File: src/rtl/keypad_scanner_pkg.sv
// ---------------------------------------------------------------------------
// keypad_pkg
//   Shared types and constants for the 4x4 keypad scanner.
//   - state_t   : scanner FSM states
//   - OP_*      : one-hot operator codes, same encoding as gencon expects
//   - KEY_*     : key codes for the non-digit keys (digits use their value)
//   - keymap()  : (row, col) -> key code for the physical keypad layout
//   - one_low() : true when exactly one column line is pulled low
//   - col_index(): position of the single low column bit
// ---------------------------------------------------------------------------
package keypad_pkg;

    typedef enum logic [2:0] {
        SCAN,
        PRESS_DB,
        EMIT,
        WAIT_REL,
        REL_DB
    } state_t;

    localparam logic [2:0] OP_NONE = 3'b000;
    localparam logic [2:0] OP_ADD  = 3'b001;
    localparam logic [2:0] OP_SUB  = 3'b010;
    localparam logic [2:0] OP_MUL  = 3'b100;

    // Codes 0..9 are the digits themselves; the rest sit above them.
    localparam logic [3:0] KEY_A    = 4'd10;
    localparam logic [3:0] KEY_B    = 4'd11;
    localparam logic [3:0] KEY_C    = 4'd12;
    localparam logic [3:0] KEY_D    = 4'd13;
    localparam logic [3:0] KEY_STAR = 4'd14;
    localparam logic [3:0] KEY_HASH = 4'd15;

    // Physical layout:
    //   row0: 1 2 3 A
    //   row1: 4 5 6 B
    //   row2: 7 8 9 C
    //   row3: * 0 # D
    function automatic logic [3:0] keymap(input logic [1:0] row, input logic [1:0] col);
        logic [3:0] code;
        case ({row, col})
            4'd0:    code = 4'd1;
            4'd1:    code = 4'd2;
            4'd2:    code = 4'd3;
            4'd3:    code = KEY_A;
            4'd4:    code = 4'd4;
            4'd5:    code = 4'd5;
            4'd6:    code = 4'd6;
            4'd7:    code = KEY_B;
            4'd8:    code = 4'd7;
            4'd9:    code = 4'd8;
            4'd10:   code = 4'd9;
            4'd11:   code = KEY_C;
            4'd12:   code = KEY_STAR;
            4'd13:   code = 4'd0;
            4'd14:   code = KEY_HASH;
            default: code = KEY_D;
        endcase
        return code;
    endfunction

    function automatic logic one_low(input logic [3:0] cols);
        logic hit;
        case (cols)
            4'b1110, 4'b1101, 4'b1011, 4'b0111: hit = 1'b1;
            default:                            hit = 1'b0;
        endcase
        return hit;
    endfunction

    function automatic logic [1:0] col_index(input logic [3:0] pattern);
        logic [1:0] idx;
        case (pattern)
            4'b1101: idx = 2'd1;
            4'b1011: idx = 2'd2;
            4'b0111: idx = 2'd3;
            default: idx = 2'd0;
        endcase
        return idx;
    endfunction

endpackage

File: src/rtl/keypad_scanner_sync.sv
// ---------------------------------------------------------------------------
// keypad_sync
//   Two-flop synchronizer for asynchronous level inputs. Resets to all-ones
//   so idle (pulled-up) keypad columns read as "no key" out of reset.
//   clk   in  1      destination clock
//   rst   in  1      asynchronous reset, active-high
//   d     in  WIDTH  asynchronous input
//   q     out WIDTH  synchronized output (two-cycle latency)
// ---------------------------------------------------------------------------
module keypad_sync #(
    parameter int WIDTH = 4
) (
    input  logic             clk,
    input  logic             rst,
    input  logic [WIDTH-1:0] d,
    output logic [WIDTH-1:0] q
);

    logic [WIDTH-1:0] meta;

    always_ff @(posedge clk or posedge rst) begin
        if (rst) begin
            meta <= '1;
            q    <= '1;
        end else begin
            // NOTE: non-blocking assignments make meta->q a true two-stage
            // shift; blocking here would collapse both flops into one.
            meta <= d;
            q    <= meta;
        end
    end

endmodule

File: src/rtl/keypad_scanner.sv
// ---------------------------------------------------------------------------
// keypad_scanner
//   Scans and debounces a 4x4 matrix keypad and turns each clean press into
//   the gencon input stream.
//   clk             in  1  system clock
//   RST             in  1  asynchronous reset, active-high
//   col_in          in  4  keypad columns, active-low, asynchronous
//   row_out         out 4  row drive, one-hot-low
//   keypad_input    out 4  last digit pressed, held
//   read_input      out 1  one-cycle strobe: new digit on keypad_input
//   operator_input  out 3  one-hot operator, held level
//   equal_input     out 1  one-cycle strobe: equal key pressed
// ---------------------------------------------------------------------------
module keypad_scanner
    import keypad_pkg::*;
#(
    parameter int SCAN_DIV        = 16,
    parameter int DEBOUNCE_CYCLES = 50000
) (
    input  logic       clk,
    input  logic       RST,
    input  logic [3:0] col_in,
    output logic [3:0] row_out,
    output logic [3:0] keypad_input,
    output logic       read_input,
    output logic [2:0] operator_input,
    output logic       equal_input
);

    localparam int CNT_MAX = (SCAN_DIV > DEBOUNCE_CYCLES) ? SCAN_DIV : DEBOUNCE_CYCLES;
    localparam int CW      = $clog2(CNT_MAX + 1);
    localparam logic [CW-1:0] SCAN_LAST = CW'(SCAN_DIV - 1);
    localparam logic [CW-1:0] DB_LAST   = CW'(DEBOUNCE_CYCLES - 1);

    logic [3:0]    col_s;
    state_t        state, state_next;
    logic [1:0]    row_idx, row_next;
    logic [CW-1:0] cnt, cnt_next;
    logic [3:0]    pattern, pattern_next;
    logic [3:0]    keypad_next;
    logic          read_next;
    logic [2:0]    operator_next;
    logic          equal_next;
    logic [3:0]    key;

    keypad_sync #(.WIDTH(4)) u_sync (
        .clk (clk),
        .rst (RST),
        .d   (col_in),
        .q   (col_s)
    );

    assign row_out = ~(4'b0001 << row_idx);

    // State register, scan datapath and registered outputs.
    always_ff @(posedge clk or posedge RST) begin
        if (RST) begin
            state          <= SCAN;
            row_idx        <= '0;
            cnt            <= '0;
            pattern        <= 4'b1111;
            keypad_input   <= '0;
            read_input     <= 1'b0;
            operator_input <= OP_NONE;
            equal_input    <= 1'b0;
        end else begin
            state          <= state_next;
            row_idx        <= row_next;
            cnt            <= cnt_next;
            pattern        <= pattern_next;
            keypad_input   <= keypad_next;
            read_input     <= read_next;
            operator_input <= operator_next;
            equal_input    <= equal_next;
        end
    end

    // Next-state logic. The counter is cleared on every state change, so it
    // never needs to saturate. The row only advances when leaving a key
    // (reject, bounce or full release), so the pressed row stays driven.
    always_comb begin
        // NOTE: every output of this block gets a default first so that no
        // path through the case leaves a signal unassigned (no latches).
        state_next   = state;
        row_next     = row_idx;
        cnt_next     = cnt + 1'b1;
        pattern_next = pattern;
        case (state)
            SCAN: begin
                if (cnt == SCAN_LAST) begin
                    cnt_next = '0;
                    if (one_low(col_s)) begin
                        state_next   = PRESS_DB;
                        pattern_next = col_s;
                    end else begin
                        row_next = row_idx + 2'd1;
                    end
                end
            end
            PRESS_DB: begin
                if (col_s != pattern) begin
                    state_next = SCAN;
                    row_next   = row_idx + 2'd1;
                    cnt_next   = '0;
                end else if (cnt == DB_LAST) begin
                    state_next = EMIT;
                    cnt_next   = '0;
                end
            end
            EMIT: begin
                state_next = WAIT_REL;
                cnt_next   = '0;
            end
            WAIT_REL: begin
                cnt_next = '0;
                if (col_s == 4'b1111) state_next = REL_DB;
            end
            REL_DB: begin
                if (col_s != 4'b1111) begin
                    state_next = WAIT_REL;
                    cnt_next   = '0;
                end else if (cnt == DB_LAST) begin
                    state_next = SCAN;
                    row_next   = row_idx + 2'd1;
                    cnt_next   = '0;
                end
            end
            default: begin
                state_next = SCAN;
                cnt_next   = '0;
            end
        endcase
    end

    // Output logic: only EMIT changes anything; strobes fall back to 0.
    always_comb begin
        key           = keymap(row_idx, col_index(pattern));
        keypad_next   = keypad_input;
        read_next     = 1'b0;
        operator_next = operator_input;
        equal_next    = 1'b0;
        if (state == EMIT) begin
            case (key)
                KEY_A: operator_next = OP_ADD;
                KEY_B: operator_next = OP_SUB;
                KEY_C: operator_next = OP_MUL;
                KEY_D, KEY_HASH: begin
                    equal_next    = 1'b1;
                    operator_next = OP_NONE;
                end
                KEY_STAR: ;
                default: begin
                    keypad_next   = key;
                    read_next     = 1'b1;
                    operator_next = OP_NONE;
                end
            endcase
        end
    end

endmodule

File: config.mk
export PLATFORM = sky130hd
export DESIGN_NAME = keypad_scanner
export DESIGN_NICKNAME = d
export VERILOG_FILES = /design/src/rtl/keypad_scanner_pkg.sv /design/src/rtl/keypad_scanner_sync.sv /design/src/rtl/keypad_scanner.sv
export SDC_FILE = /design/constraint.sdc
export NUM_CORES = 1
export LEC_CHECK = 0
export ABC_CLOCK_PERIOD_IN_PS = 2650
export CAP_MARGIN = 20
export CORE_MARGIN = 10
export CORE_UTILIZATION = 57
export CTS_BUF_LIST = sky130_fd_sc_hd__clkbuf_16
export CTS_CLUSTER_SIZE = 25
export DETAILED_ROUTE_END_ITERATION = 7
export PLACE_DENSITY = 0.82
export RECOVER_POWER = 25
export SLEW_MARGIN = 0
export SYNTH_ARGS = -nofsm -noshare
export SYNTH_HDL_FRONTEND = slang
export SYNTH_SLANG_ARGS = --single-unit
File: constraint.sdc
create_clock -name clk -period 2.65 [get_ports clk]
set_input_delay 0.265 -clock clk [delete_from_list [all_inputs] [get_ports clk]]
set_output_delay 0.265 -clock clk [all_outputs]
set_load 0.03 [all_outputs]
==> results.json <==
{
  "synth_top_family_by_area": "simple AND/OR/NAND/NOR gates",
  "start_util_pct": 59.4,
  "timing.hold.ws_ns": 0.355,
  "grt_pass1_wl_mm": 7.34,
  "endpoint_kind": "flip-flop",
  "p_total_mw": 2.31,
  "cts.sinks": 42,
  "max_freq_ghz": 0.403,
  "clockBufferDepth": 2,
  "slew_violations": 0,
  "synthMuxAreaShare_pct": 4.74,
  "cts_buffers": 5,
  "portBuffers": 18,
  "synthAdderAreaFrac_pct": 6.28,
  "finalSetupViolCount": 0,
  "cts_root_buf": "clkbuf_16",
  "postCtsSetupBuffers": 0,
  "p_per_area_nw_per_um2": 886,
  "die_w_um": 82.0,
  "routed_via_density": 5.49,
  "p_comb_share_pct": 34.4,
  "drc": 0,
  "ff_latch_area_um2": 1070,
  "grt_antenna_before_repair": 0,
  "drtIter0Drc": 85,
  "final-hold-violation-count": 0,
  "final-instance-count-excl-fill": 285,
  "maxSlewHeadroom_pct": 33.8,
  "dr.pass1.iters": 4,
  "fin_nets": 253,
  "intPower_mw": 1.49,
  "status": "completed",
  "grt_start_max_net_pins": 43,
  "drt_wl_total_mm": 4.12,
  "gr-usage-all-layers_pct": 13.8,
  "rows": 22,
  "ys_warn_count": 0,
  "core-area_um2": 3690,
  "ys_ff_latch": 42,
  "die_h_um": 82.0,
  "p_clk_share_pct": 27.9,
  "placed_cells": 277,
  "dpl.hpwl_mm": 2.94,
  "p_leak_nw": 1.15,
  "swShare_pct": 35.5,
  "synth-simple-area-share_pct": 19.7,
  "overflow": 0,
  "htree_levels": 2,
  "fin_setup_tns_ns": 0,
  "min_period_over_period_pct": 93.6,
  "syn_area_per_cell_um2": 10.2,
  "n_antenna_cell": 0,
  "synth_xor_area_share_pct": 8.39,
  "cts.clk_slew.worst_paths_ns": 0.06,
  "synthDistinctLibCells": 41,
  "ys_seq_area_share_pct": 48.6,
  "floorplan.die_area_um2": 6730,
  "antenna_left": 0,
  "cts_tree": "done",
  "multi_input_comb_area_um2": 1080,
  "synthToLayoutAreaGrowth_pct": 18.8,
  "nFillCells": 287,
  "cp_max_fo": 6,
  "grt_setup_unrepaired": "false",
  "cp.arrival_ns": 2.65,
  "max_cap_viol_count": 0,
  "fin_crit_ns": 2.48,
  "io_pins": 19,
  "synth-compound-area-share_pct": 9.30,
  "tightest_slew_ns": 0.993,
  "critPathLaunchType": "flip-flop",
  "grt_pass1_vias": 1621,
  "synthesis.area_um2": 2190,
  "ir_worst_vdd_mv": 0.461,
  "routedWlPerCell_um": 14.5,
  "clock_latency_ns": 0.28,
  "critPathKind": "reg2reg",
  "synthCells": 215,
  "cp_data_required_time_ns": 2.82,
  "syn_nets": 232,
  "p_sw_mw": 0.819,
  "seqPwrFrac_pct": 37.6,
  "drive_above_1_share_pct": 16.5,
  "routabilityCongestion": 0.797,
  "fin_worst_skew_ns": 0.00344,
  "hp-class": "reg2reg",
  "num_vias": 1565
}
## area by class of cell
| cell class | instances | area share, % |
|---|---|---|
| Clock buffer | 6 | 5.77 |
| Inverter | 10 | 1.44 |
| Clock inverter | 2 | 0.432 |
| Multi-Input combinational cell | 156 | 41.4 |
| Timing Repair Buffer | 21 | 7.69 |
| Sequential cell | 42 | 40.9 |
| Tap cell | 48 | 2.31 |
## power by group through the flow
stage / sequential (mW) / clock (mW) / combinational [mW]
after floorplan: 0.870 / 0 / 0.527
after global placement: 0.869 / 0 / 0.755
after detailed placement: 0.873 / 0 / 0.789
after CTS: 0.863 / 0.657 / 0.796
after global routing: 0.890 / 0.687 / 0.876
final: 0.867 / 0.644 / 0.794
## placed cells by master, fill, tap and decap left out, types with 2 or more instances in the layout
| cell | n |
|---|---|
| and2_1 | 3 |
| nor2_1 | 25 |
| o21ai_0 | 3 |
| buf_4 | 2 |
| ha_1 | 11 |
| nand2_1 | 13 |
| nand2b_1 | 4 |
| a21oi_1 | 14 |
| nand4_1 | 2 |
| nor2b_1 | 6 |
| dfstp_2 | 12 |
| xor2_1 | 9 |
| mux2_2 | 7 |
| dlygate4sd3_1 | 5 |
| xnor2_1 | 12 |
| o22ai_1 | 2 |
| o211ai_1 | 2 |
| clkdlybuf4s50_1 | 13 |
| nand3_1 | 13 |
| dfrtp_1 | 30 |
| inv_1 | 11 |
| and3_1 | 3 |
| o21a_1 | 2 |
| nor3_1 | 3 |
| or4_1 | 2 |
| clkbuf_16 | 6 |
## timing repair
| action | 4_1_cts | 5_1_grt |
|---|---|---|
| endpoints found under the setup margin | 0 | 2 |
| hold buffers | 0 | 0 |
| gates resized for setup | 0 | 4 |
## per-stage QoR
stage	util (%)	instance area (µm²)	worst slack [ns]
after floorplan	-	2190	0.350
after global placement	65.8	2430	0.258
after detailed placement	65.8	2430	0.136
after CTS	70.2	2590	0.110
after global routing	70.6	2600	0.0376
final	70.6	2600	0.169
## worst max-delay path, cell delays in order (launching register included)
cell      delay (ns)
dfstp_2         0.58
xor2_1          0.15
nand3_1         0.22
inv_1           0.19
ha_1            0.18
a211oi_1        0.07
a21oi_1         0.41
o21a_1          0.23
mux2_2          0.33
## flip-flops by register name (all words and copies together), names as in the netlist
register and cells:
pattern 4, read_input 1, state 3, u_sync.meta 4, u_sync.q 4, cnt 16, keypad_input 4, operator_input 3
row_idx 2, equal_input 1
## cells by family after synthesis
kind of cell / count (synthesis)
fa+ha+maj: 11
xor+xnor: 21
compound gates: 32
flops: 42
mux: 9
simple gates: 83
buf+inv: 17
## final timing paths
check	startpoint	end	slack (ns)	cells after the start
setup / recovery	pattern[3]	keypad_input[0]	0.17	8
hold / removal	u_sync.meta[0]	u_sync.q[0]	0.36	0
setup reg to reg	pattern[3]	keypad_input[0]	0.17	8
hold reg to reg	u_sync.meta[0]	u_sync.q[0]	0.36	0
max in group asynchronous	RST	row_idx[1]	1.30	3
min in group asynchronous	RST	cnt[8]	0.74	3
## synthesized netlist by cell type
library cell	count	share of area, %
a2111oi_0	1	0.40
a211oi_1	1	0.34
a21boi_2	1	0.51
a21oi_1	14	3.2
a311oi_1	1	0.40
a31oi_1	1	0.29
a32o_1	1	0.46
and2_1	3	0.86
and3_1	3	0.86
and3_2	1	0.34
and4_1	1	0.40
clkbuf_1	7	1.2
dfrtp_1	30	34
dfstp_2	12	14
ha_1	11	6.3
inv_1	10	1.7
mux2_2	7	3.6
mux2_4	1	0.68
mux2i_1	1	0.46
nand2_1	13	2.2
nand2b_1	4	1.1
nand3_1	14	3.2
nand4_1	2	0.57
nor2_1	25	4.3
nor2b_1	6	1.7
nor2b_4	1	0.63
nor3_1	3	0.68
nor4_1	1	0.29
nor4_2	1	0.57
o211ai_1	2	0.68
o21a_1	2	0.68
o21ai_0	3	0.68
o221ai_1	1	0.40
o22ai_1	2	0.57
o31ai_1	2	0.68
or3_1	1	0.29
or3_4	1	0.51
or4_1	2	0.68
or4_4	1	0.51
xnor2_1	12	4.8
xor2_1	9	3.6
## layer usage
layer | vias to the layer above | share of wire [%] | track usage, %
met5 | - | 0 | 0
met3 | 5 | 5.0 | 3.38
met2 | 25 | 52 | 24.7
met1 | 759 | 42 | 15.3
met4 | 0 | 1.2 | 5.44
li1 | 776 | - | -
(Power assumes the default switching activity.)
